[config.mk]
export PLATFORM = sky130hd
export DESIGN_NAME = decoder_n_sync
export DESIGN_NICKNAME = d
export VERILOG_FILES = /design/src/rtl/decoder_pkg.sv /design/src/rtl/dec_dwell_cnt.sv /design/src/rtl/decoder_n_sync.sv
export SDC_FILE = /design/constraint.sdc
export NUM_CORES = 1
export LEC_CHECK = 0
export CELL_PAD_IN_SITES_DETAIL_PLACEMENT = 1
export CELL_PAD_IN_SITES_GLOBAL_PLACEMENT = 1
export CORE_UTILIZATION = 36
export DETAILED_ROUTE_END_ITERATION = 8
export HOLD_SLACK_MARGIN = 0.15
export PLACE_DENSITY_LB_ADDON = 0.12
export SETUP_SLACK_MARGIN = 0.2
export SYNTH_ARGS = -nofsm -noshare
export SYNTH_HDL_FRONTEND = slang
export SYNTH_SLANG_ARGS = --single-unit
[constraint.sdc]
create_clock -name clk -period 4 [get_ports clk]
set_input_delay 1.2 -clock clk [delete_from_list [all_inputs] [get_ports clk]]
set_output_delay 1.2 -clock clk [all_outputs]
set_load 0.02 [all_outputs]
[src/rtl/decoder_pkg.sv]
// ----------------------------------------------------------------------------
// decoder_pkg
// Shared types for the registered one-hot decoder (decoder_n_sync).
//   mode_e  : operating mode carried on the 2-bit mode input
//   state_e : top-level control FSM states
//   max_u   : helper for sizing the shared dwell counter
// ----------------------------------------------------------------------------
package decoder_pkg;

    typedef enum logic [1:0] {
        ModeLevel = 2'b00,
        ModePulse = 2'b01,
        ModeScan  = 2'b10,
        ModeRsvd  = 2'b11
    } mode_e;

    typedef enum logic [1:0] {
        StIdle  = 2'b00,
        StHold  = 2'b01,
        StPulse = 2'b10,
        StScan  = 2'b11
    } state_e;

    function automatic int unsigned max_u(input int unsigned a, input int unsigned b);
        return (a > b) ? a : b;
    endfunction

endpackage

[src/rtl/dec_dwell_cnt.sv]
// ----------------------------------------------------------------------------
// dec_dwell_cnt
// Loadable down-counter with zero flag; times both PULSE length and SCAN dwell.
// Ports:
//   clk_i      : clock, rising edge
//   rst_ni     : synchronous reset, active low
//   clr_i      : synchronous clear to zero (abort)
//   load_i     : load load_val_i (has priority over dec_i)
//   load_val_i : value to load
//   dec_i      : decrement by one, saturating at zero
//   cnt_o      : current count
//   zero_o     : count is zero
// ----------------------------------------------------------------------------
module dec_dwell_cnt #(
    parameter int unsigned CntW = 3
) (
    input  logic            clk_i,
    input  logic            rst_ni,
    input  logic            clr_i,
    input  logic            load_i,
    input  logic [CntW-1:0] load_val_i,
    input  logic            dec_i,
    output logic [CntW-1:0] cnt_o,
    output logic            zero_o
);

    logic [CntW-1:0] cnt_q, cnt_d;

    always_comb begin
        cnt_d = cnt_q;
        if (clr_i) begin
            cnt_d = '0;
        end else if (load_i) begin
            cnt_d = load_val_i;
        end else if (dec_i && (cnt_q != '0)) begin
            cnt_d = cnt_q - 1'b1;
        end
    end

    always_ff @(posedge clk_i) begin
        if (!rst_ni) begin
            cnt_q <= '0;
        end else begin
            cnt_q <= cnt_d;
        end
    end

    assign cnt_o  = cnt_q;
    assign zero_o = (cnt_q == '0);

endmodule

[src/rtl/decoder_n_sync.sv]
// ----------------------------------------------------------------------------
// decoder_n_sync
// Registered binary-to-one-hot decoder with valid/ready select input and three
// modes: LEVEL (hold), PULSE (PULSE_LEN-cycle strobe, then done) and SCAN
// (walk from sel up to NUM_OUT-1, SCAN_DWELL cycles each, then done).
// Optional feature: define DECODER_N_SYNC_ERR_EN to add the sticky err output
// (set after an out-of-range sel or reserved mode is accepted; reset clears).
// Ports:
//   clk       : clock, rising edge
//   rst_n     : synchronous reset, active low
//   en        : block enable; low forces outputs off and aborts any operation
//   mode      : 00 LEVEL, 01 PULSE, 10 SCAN, 11 reserved (runs as LEVEL)
//   sel       : select code (SCAN: start index)
//   sel_valid : sel/mode valid
//   sel_ready : block can accept sel (combinational)
//   y         : one-hot (or all-zero) output
//   busy      : PULSE or SCAN in progress
//   done      : one-cycle pulse on normal PULSE/SCAN completion
//   err       : (DECODER_N_SYNC_ERR_EN only) sticky error flag
// ----------------------------------------------------------------------------
module decoder_n_sync
    import decoder_pkg::*;
#(
    parameter int unsigned NUM_OUT    = 8,
    parameter int unsigned PULSE_LEN  = 4,
    parameter int unsigned SCAN_DWELL = 2,
    localparam int unsigned SEL_W     = $clog2(NUM_OUT)
) (
    input  logic               clk,
    input  logic               rst_n,
    input  logic               en,
    input  logic [1:0]         mode,
    input  logic [SEL_W-1:0]   sel,
    input  logic               sel_valid,
    output logic               sel_ready,
    output logic [NUM_OUT-1:0] y,
    output logic               busy,
    output logic               done
`ifdef DECODER_N_SYNC_ERR_EN
    ,
    output logic               err
`endif
);

    localparam int unsigned CNT_W = $clog2(max_u(PULSE_LEN, SCAN_DWELL) + 1);

    // Counter runs len-1 .. 0, so the state lasts exactly len cycles.
    localparam logic [CNT_W-1:0] PulseLoad = CNT_W'(PULSE_LEN - 1);
    localparam logic [CNT_W-1:0] ScanLoad  = CNT_W'(SCAN_DWELL - 1);
    localparam logic [SEL_W:0]   NumOutExt = (SEL_W + 1)'(NUM_OUT);
    localparam logic [SEL_W-1:0] LastIdx   = SEL_W'(NUM_OUT - 1);

    state_e           state_q, state_d;
    logic [SEL_W-1:0] idx_q, idx_d;
    logic             done_q, done_d;

    logic             accept;
    logic             sel_oor;
    logic             cnt_clr, cnt_load, cnt_dec, cnt_zero;
    logic [CNT_W-1:0] cnt_val, cnt_unused;

    // Gated by rst_n so nothing looks acceptable while reset is held.
    assign sel_ready = rst_n && en && ((state_q == StIdle) || (state_q == StHold));
    assign accept    = sel_valid && sel_ready;
    assign sel_oor   = ({1'b0, sel} >= NumOutExt);

    always_comb begin
        state_d  = state_q;
        idx_d    = idx_q;
        done_d   = 1'b0;
        cnt_clr  = 1'b0;
        cnt_load = 1'b0;
        cnt_val  = '0;
        cnt_dec  = 1'b0;

        if (!en) begin
            state_d = StIdle;
            cnt_clr = 1'b1;
        end else if (accept) begin
            idx_d = sel;
            if (sel_oor) begin
                state_d = StIdle;
            end else begin
                case (mode)
                    ModePulse: begin
                        state_d  = StPulse;
                        cnt_load = 1'b1;
                        cnt_val  = PulseLoad;
                    end
                    ModeScan: begin
                        state_d  = StScan;
                        cnt_load = 1'b1;
                        cnt_val  = ScanLoad;
                    end
                    default: state_d = StHold;
                endcase
            end
        end else begin
            unique case (state_q)
                StPulse: begin
                    if (cnt_zero) begin
                        state_d = StIdle;
                        done_d  = 1'b1;
                    end else begin
                        cnt_dec = 1'b1;
                    end
                end
                StScan: begin
                    if (!cnt_zero) begin
                        cnt_dec = 1'b1;
                    end else if (idx_q == LastIdx) begin
                        state_d = StIdle;
                        done_d  = 1'b1;
                    end else begin
                        idx_d    = idx_q + 1'b1;
                        cnt_load = 1'b1;
                        cnt_val  = ScanLoad;
                    end
                end
                default: ;
            endcase
        end
    end

    always_ff @(posedge clk) begin
        if (!rst_n) begin
            state_q <= StIdle;
            idx_q   <= '0;
            done_q  <= 1'b0;
        end else begin
            state_q <= state_d;
            idx_q   <= idx_d;
            done_q  <= done_d;
        end
    end

    dec_dwell_cnt #(
        .CntW (CNT_W)
    ) u_dwell_cnt (
        .clk_i      (clk),
        .rst_ni     (rst_n),
        .clr_i      (cnt_clr),
        .load_i     (cnt_load),
        .load_val_i (cnt_val),
        .dec_i      (cnt_dec),
        .cnt_o      (cnt_unused),
        .zero_o     (cnt_zero)
    );

    // Idle never drives a line, which also covers an accepted out-of-range index.
    assign y    = (state_q != StIdle) ? ({{(NUM_OUT-1){1'b0}}, 1'b1} << idx_q) : '0;
    assign busy = (state_q == StPulse) || (state_q == StScan);
    assign done = done_q;

`ifdef DECODER_N_SYNC_ERR_EN
    logic err_q;

    always_ff @(posedge clk) begin
        if (!rst_n) begin
            err_q <= 1'b0;
        end else if (accept && (sel_oor || (mode == ModeRsvd))) begin
            err_q <= 1'b1;
        end
    end

    assign err = err_q;
`endif

endmodule
==> results of run 1 <==
==> state kept, by name (all words and copies together), names as in the netlist <==
signal	cells
done	1
idx_q	3
state_q	2
u_dwell_cnt.cnt_o	3
==> worst max path at each step <==
stage | to | slack, ps
2_1_floorplan | sel_ready | 1180
3_3_place_gp | sel_ready | 340
3_5_place_dp | sel_ready | 330
4_1_cts | sel_ready | 320
5_1_grt | sel_ready | 270
6_report | sel_ready | 330
==> Yosys cell counts <==
cell type	instances
ha_1	10
o21ai_0	2
a21oi_1	6
dfxtp_1	9
nand2_1	3
nor2_4	1
mux2i_1	2
and3_1	6
a31oi_1	1
nor3_1	1
nor4_1	1
buf_6	2
and3_2	1
or2_0	1
nand4b_4	2
and2_1	2
nor3b_1	2
xnor2_1	2
nor2_1	6
o22a_1	1
nor2b_1	1
dlygate4sd1_1	1
inv_1	7
or3b_4	1
nand4_1	1
nand2b_4	1
a31o_1	1
o211ai_1	1
==> metrics by stage <==
stage | cells | setup slack [ps] | utilization (%) | hold slack [ps]
detailed placement | 120 | 335 | 51.7 | 560
floorplan | 75 | 1180 | - | 507
finish | 124 | 332 | 53.2 | 574
global placement | 120 | 341 | 51.7 | 553
global route | 124 | 273 | 53.2 | 604
CTS | 124 | 323 | 53.2 | 577
==> metal layers <==
metal,GRT usage (%),up-vias
met4,8.82,0
met5,0,-
met1,20.0,275
met2,24.5,14
met3,3.57,2
li1,-,308
==> worst max-delay path, delay by kind of cell <==
| kind | cells | cell delay (ps) |
|---|---|---|
| buf+inv | 2 | 1100 |
| simple gates | 2 | 170 |
==> area by class of cell <==
type	count	area [um^2]
sequential	9	180
tap	25	31.3
fill	221	826
clock buffer	4	26.3
multi-input combinational	56	454
timing repair buffer	23	220
inverter	7	26.3
==> logic make-up after synthesis <==
family	share of synthesized area (%)
xor gates and xnor gates	2.53
and+or+nand+nor	31.8
AOI/OAI and AO/OA	10.3
DFF	26.0
buffers and inverters	8.32
adders and majority gates	18.1
muxes	2.89
==> power by group <==
| part | internal, mW | switching [mW] | total, mW |
|---|---|---|---|
| combinational | 0.0217 | 0.0204 | 0.0421 |
| sequential | 0.0922 | 0.00236 | 0.0946 |
| clock | 0.0385 | 0.0331 | 0.0716 |
| total | 0.152 | 0.0559 | 0.208 |
==> results.env, run 1 <==
FIN_AREA_UM2=938
ANTENNA_CELLS=0
OUTCOME='completed'
SYNTH_TOP_AREA_CELL='dfxtp_1'
P_LEAK_nW=0.438
DETAILROUTE.WIRELENGTH.MET2_UM=621
CRIT_PATH_END_KIND='output pin'
CTS-RESIZED-GATES=0
PLACE_HPWL_MM=1.16
GPL.FINAL_WEIGHTED_CONGESTION=0.723
IOS=20
FINALSETUPVIOLATIONS=0
TRITONCTS='done'
CAP_VIOLATIONS=0
INITIAL_UTILIZATION_PCT=39.2
POSTSYNTHCELLCOUNT=75
DRCVIOLATIONCOUNT=0
WHS_PATH_DEPTH=2
YOSYS_REG_BITS=9
DIE_W_UM=45.8
MOSTFREQUENTLAYOUTCELL='clkdlybuf4s50_1'
RSZ0062_AT_GRT='no'
SYNTHESIS.AREA_UM2=692
CTS-HOLD-FIX-BUFFERS=0
NETS=119
CHIPHEIGHT_UM=45.8
WORST_PIN_SLEW_PS=281
SYN-MEAN-INSTANCE-AREA_UM2=9.23
CRIT_PATH_CELL_TRACE='clkdlybuf4s50_1 -> nand2_1 -> nor2_1 -> clkdlybuf4s50_1'
INSERTION_DELAY_PS=260
BUFFER_PORTS.INSERTED=19
DRT_FIRST_ITER_VIOLATIONS=3
HIGHEST_LAYER='met4'
SYNTHDOMINANTCELLAREASHARE_PCT=26.0
GLOBALROUTETOTALUTIL_PCT=15.8
SYN_TO_FINAL_GROWTH_PCT=35.6
DRT-WIRELENGTH-PER-CELL_UM=11.5
POWER.DENSITY_nW_PER_UM2=222
SETUP.REG_TO_REG.WORST_SLACK_PS=2430
FINALCLOCKSKEW_PS=2.55
VIAS_PER_CELL=4.83
CTS_SETUP_BUFFERS=0
DRIVE_ABOVE_1_SHARE_PCT=13.1
CLK_PATH_BUF_DEPTH=2
VIAS=599
REPORT.FINAL.HOLD_VIOL_COUNT=0
TIMING.CRITICAL_PATH.SLOWEST_CELL_DELAY_PS=600
TRITONCTS_BUFFER_COUNT=3
FINALCRITPERIODSHARE_PCT=91.7
FIRST_PASS_GRT_WIRE_LENGTH_MM=2.34
DRT_PASS_1_ITERS=4
SYNTH_CELL_TYPE_COUNT=28
GRT_ANTENNA_BEFORE_REPAIR=0
R2R_START='idx_q[0]'
WORST-ENDPOINT-ARRIVAL_PS=2470
SYNTH_FP_NETS=94
MAX-SLEW-MARGIN-REL_PCT=81.3
CRITPATHMOSTFREQUENTCELL='clkdlybuf4s50_1'
FIN_SETUP_TNS_PS=0
REQUIRED_TIME_OF_THE_WORST_SETUP_PATH_PS=2800
CRITPATHKIND='input port to output pin'
FINALWIRELENGTH_MM=1.43
LAYOUT.CELLS.MOST_COMMON_LIST='19 x clkdlybuf4s50_1, 10 x ha_1, 9 x dfxtp_1'
PLACEMENT.CELL_AREA_UM2=912
POST-ROUTE-MIN-PERIOD_PS=3670
CLK_PIN_SLEW_WORST_SETUP_HOLD_PATHS_PS=60
FIRST_GLOBAL_VIAS=538
DRT-MET1-WL_UM=740
DIE-AREA_UM2=2100
CLOCK_SINKS=9
POST-LAYOUT-TOTAL-POWER_mW=0.208
HTREE_NUM_LEVELS=1
GRT_MAX_DEGREE=12
WORST_HOLD_PATH_TYPE='flop to flop'
SYNTH-SEQ-AREA-SHARE_PCT=26.0
CRITICAL_PATH.REG2REG.ENDPOINT='state_q[0]'
PATH_MAX_FANOUT=2
DRTANTENNAVIOLNETS=0
WORST_R2R_PATH_DEPTH=6
TIMING.FINAL.MAX_SLEW_VIOLATIONS=0
MET3_WIRELENGTH_UM=45
MIN_DELAY_WORST_ENDPOINT='u_dwell_cnt.cnt_o[2]'
MIN_FROM='u_dwell_cnt.cnt_o[2]'
CLOCK.FMAX_MHz=273
YOSYS-TOP-CELLS-AREA='dfxtp_1 26%, ha_1 18%, nand4b_4 6.9%, and3_1 5.4%, a21oi_1 4.3%'
PLACEMENT_ROWS=15
CORE-AREA_UM2=1760
PEAK_SUPPLY_DROP_V=0.000168
CLOCK-ROOT-BUFFER='clkbuf_4'
WORSTSETUPSTARTPOINT='en'
CP_SLOWEST_CELL='clkdlybuf4s50_1'
CRIT_PATH_START_KIND='input port'
SYNTH.YOSYS.WARNINGS=0
GRT_REMAINING_OVERFLOW=0
Note: power is estimated with default switching activity, not from simulation.
==> run 2, diff against run 1 <==
- SKIP_LAST_GASP: default -> 1
==> results of run 2 <==
No change in the layout: final DEF, timing and power equal those of run 1.
==> run 3, diff against run 2 <==
- SYNTH_HIERARCHICAL: default -> 1
==> results.env, run 3 <==
NETS=130  # +9.2%
POWER.DENSITY_nW_PER_UM2=210  # -5.5%
CRITICAL_PATH.REG2REG.ENDPOINT='u_dwell_cnt/cnt_o[0]'
P_LEAK_nW=0.417  # -5.0%
WORST_R2R_PATH_DEPTH=8  # +2
CTS-RESIZED-GATES=0  # unchanged
FINALWIRELENGTH_MM=1.78  # +25%
FINALSETUPVIOLATIONS=0  # unchanged
DRT-WIRELENGTH-PER-CELL_UM=13.0  # +13%
WORST-ENDPOINT-ARRIVAL_PS=2500  # +30 ps
CAP_VIOLATIONS=0  # unchanged
TIMING.FINAL.MAX_SLEW_VIOLATIONS=0  # unchanged
CTS_SETUP_BUFFERS=0  # unchanged
DRT_FIRST_ITER_VIOLATIONS=8  # +5
POSTSYNTHCELLCOUNT=89  # +19%
WORST_HOLD_PATH_TYPE='flop to flop'
GRT_ANTENNA_BEFORE_REPAIR=0  # unchanged
SYN-MEAN-INSTANCE-AREA_UM2=8.34  # -9.6%
PLACE_HPWL_MM=1.51  # +31%
VIAS_PER_CELL=5.20  # +7.7%
BUFFER_PORTS.INSERTED=19  # unchanged
POWER.SHARE.SWITCHING_PCT=27.0  # +0.18 points
POST-ROUTE-MIN-PERIOD_PS=3700  # +32.1 ps
YOSYS-TOP-CELLS-AREA='dfxtp_1 24%, ha_1 17%, and3_1 5.1%, inv_1 5.1%, buf_6 3.0%'
ANTENNA_CELLS=0  # unchanged
SYNTH_CELL_TYPE_COUNT=35  # +25%
REQUIRED_TIME_OF_THE_WORST_SETUP_PATH_PS=2800  # about the same
CLOCK-ROOT-BUFFER='clkbuf_4'
OUTCOME='completed'
INSERTION_DELAY_PS=260  # about the same
CRITPATHKIND='input port to output pin'
GRT_MAX_DEGREE=12  # unchanged
FINALCLOCKSKEW_PS=6.74  # +4.20 ps
DIE-AREA_UM2=2250  # +6.9%
DRTANTENNAVIOLNETS=0  # unchanged
SYNTH_TOP_AREA_CELL='dfxtp_1'
LAYOUT.CELLS.MOST_COMMON_LIST='19 x clkdlybuf4s50_1, 10 x inv_1, 10 x ha_1'
TRITONCTS_BUFFER_COUNT=3  # unchanged
FIN_SETUP_TNS_PS=0  # unchanged
CHIPHEIGHT_UM=47.4  # +3.4%
CRIT_PATH_END_KIND='output pin'
GPL.FINAL_WEIGHTED_CONGESTION=0.743  # +2.8%
YOSYS_REG_BITS=9  # unchanged
SHARE_SEQ_OF_TOTAL_POWER_PCT=45.8  # +0.4 points
DRT_PASS_1_ITERS=4  # unchanged
SYN_TO_FINAL_GROWTH_PCT=31.5
SYNTH-EDFF-COUNT=0  # unchanged
COMBINATIONALPOWERSHARE_PCT=18.6  # -1.6 points
YS_TOP_CELLS_BY_COUNT='10 x ha_1, 10 x inv_1, 9 x dfxtp_1, 6 x and3_1, 6 x nand2_1'
SETUP.REG_TO_REG.WORST_SLACK_PS=2050  # -380 ps
CLK_PATH_BUF_DEPTH=2  # unchanged
DRIVE_ABOVE_1_SHARE_PCT=8.18  # -4.9 points
R2R_START='idx_q[0]'
P_INT_mW=0.150  # -1.9%
SYNTH_FP_NETS=108  # +15%
PLACEMENT_ROWS=16  # +1
NETSWITCHINGPOWER_mW=0.0553  # -1.0%
REPORT.FINAL.HOLD_VIOL_COUNT=0  # unchanged
RSZ0062_AT_GRT='no'
SYNTH-ASYNC-RESET-RATIO_PCT=0  # unchanged
GLOBALROUTETOTALUTIL_PCT=18.0  # +2.2 points
DIE_W_UM=47.4  # +3.4%
SYNTHESIS.AREA_UM2=742  # +7.2%
FIRST_PASS_GRT_WIRE_LENGTH_MM=2.77  # +19%
MIN_FROM='u_dwell_cnt/cnt_o[2]'
FIRST_GLOBAL_VIAS=658  # +22%
PATH_MAX_FANOUT=3  # +1
SYNTHFLOPTYPE='dfxtp_1'
CRIT_PATH_START_KIND='input port'
CLK_PIN_SLEW_WORST_SETUP_HOLD_PATHS_PS=60  # about the same
CLOCK.FMAX_MHz=270  # -0.87%
HTREE_NUM_LEVELS=1  # unchanged
CLOCK_SINKS=9  # unchanged
SYNTH.YOSYS.WARNINGS=6  # +6
WHS_PATH_DEPTH=2  # unchanged
CTS-HOLD-FIX-BUFFERS=0  # unchanged
FILLCELLCOUNT=238  # +7.7%
SYNTH-SEQ-AREA-SHARE_PCT=24.3  # -1.8 points
CORE-AREA_UM2=1940  # +10%
DRCVIOLATIONCOUNT=0  # unchanged
FINALCRITPERIODSHARE_PCT=92.5  # +0.80 points
PEAK_SUPPLY_DROP_V=0.000158  # -5.7%
MIN_DELAY_WORST_ENDPOINT='u_dwell_cnt/cnt_o[2]'
SYNTHDOMINANTCELLAREASHARE_PCT=24.3  # -1.8 points
VIAS=713  # +19%
GRT_REMAINING_OVERFLOW=0  # unchanged
IOS=20  # unchanged
TRITONCTS='done'
INITIAL_UTILIZATION_PCT=38.2  # -1.0 points
MOSTFREQUENTLAYOUTCELL='clkdlybuf4s50_1'
FINAL_WORST_HOLD_SLACK_PS=517  # -57.6 ps
POWER_FRAC_CLOCK_PCT=35.6  # +1.2 points
[run 3: cell types whose count changed in the layout (fill, tap and decap cells not counted), moves of 3 or more]
cell and delta:
a21oi_1 -4, inv_1 +3, nand2_1 +3, o21a_1 +3, or3_1 +3
[run 3: logic make-up (layout without fill, tap and decap cells)]
group | Yosys count | in the layout | synth area share, %
fa+ha+maj | 10 | 10 | 16.9
other cells | 1 | 1 | 0.505
xor+xnor | 1 | 1 | 1.18
simple gates | 37 | 37 | 30.7
buf+inv | 14 | 35 | 9.27
mux | 2 | 2 | 2.70
compound gates | 15 | 15 | 14.5
flops | 9 | 9 | 24.3
[run 3: layer usage]
layer | track usage [%] | wire length, um | up-vias
met5 | 0 | 0 | -
met4 | 8.57 | 17 | 0
met3 | 2.31 | 72 | 2
met2 | 34.2 | 963 | 19
met1 | 19.1 | 723 | 339
li1 | - | - | 353
[run 3: worst max path at each step]
stage,from,endpoint,slack (ps)
after floorplan,en,sel_ready,1150
after global placement,en,sel_ready,300
final,en,sel_ready,300
after global routing,en,sel_ready,210
after CTS,en,sel_ready,290
after detailed placement,en,sel_ready,290
[run 3: worst max-delay path, cell delays in order]
cell and delay, ps:
clkdlybuf4s50_1 490, nand2_1 100, nor2_1 100, clkdlybuf4s50_1 610
[run 3: cell type report]
class                           instances  area, um^2  area share [%]
Multi-Input combinational cell         66         493            50.5
Timing Repair Buffer                   21         205            21.0
Sequential cell                         9         180            18.5
Inverter                               10        37.5            3.85
Tap cell                               27        33.8            3.46
Clock buffer                            4        26.3            2.69
[run 3: per-stage QoR]
step	power [mW]	setup slack, ps	cells	util, %	cell area [um^2]
finish	0.205	300	137	50.3	976
global route	0.215	212	137	50.3	976
CTS	0.210	291	137	50.3	976
global placement	0.133	300	133	48.9	950
floorplan	0.116	1150	89	-	742
detailed placement	0.135	291	133	48.9	950
[run 3: power by group through the flow]
stage | Combinational [mW] | Sequential, mW | Clock, mW
floorplan | 0.0217 | 0.0948 | 0
global placement | 0.0374 | 0.0957 | 0
detailed placement | 0.0387 | 0.0959 | 0
CTS | 0.0388 | 0.0938 | 0.0770
global route | 0.0420 | 0.0942 | 0.0788
finish | 0.0381 | 0.0938 | 0.0729
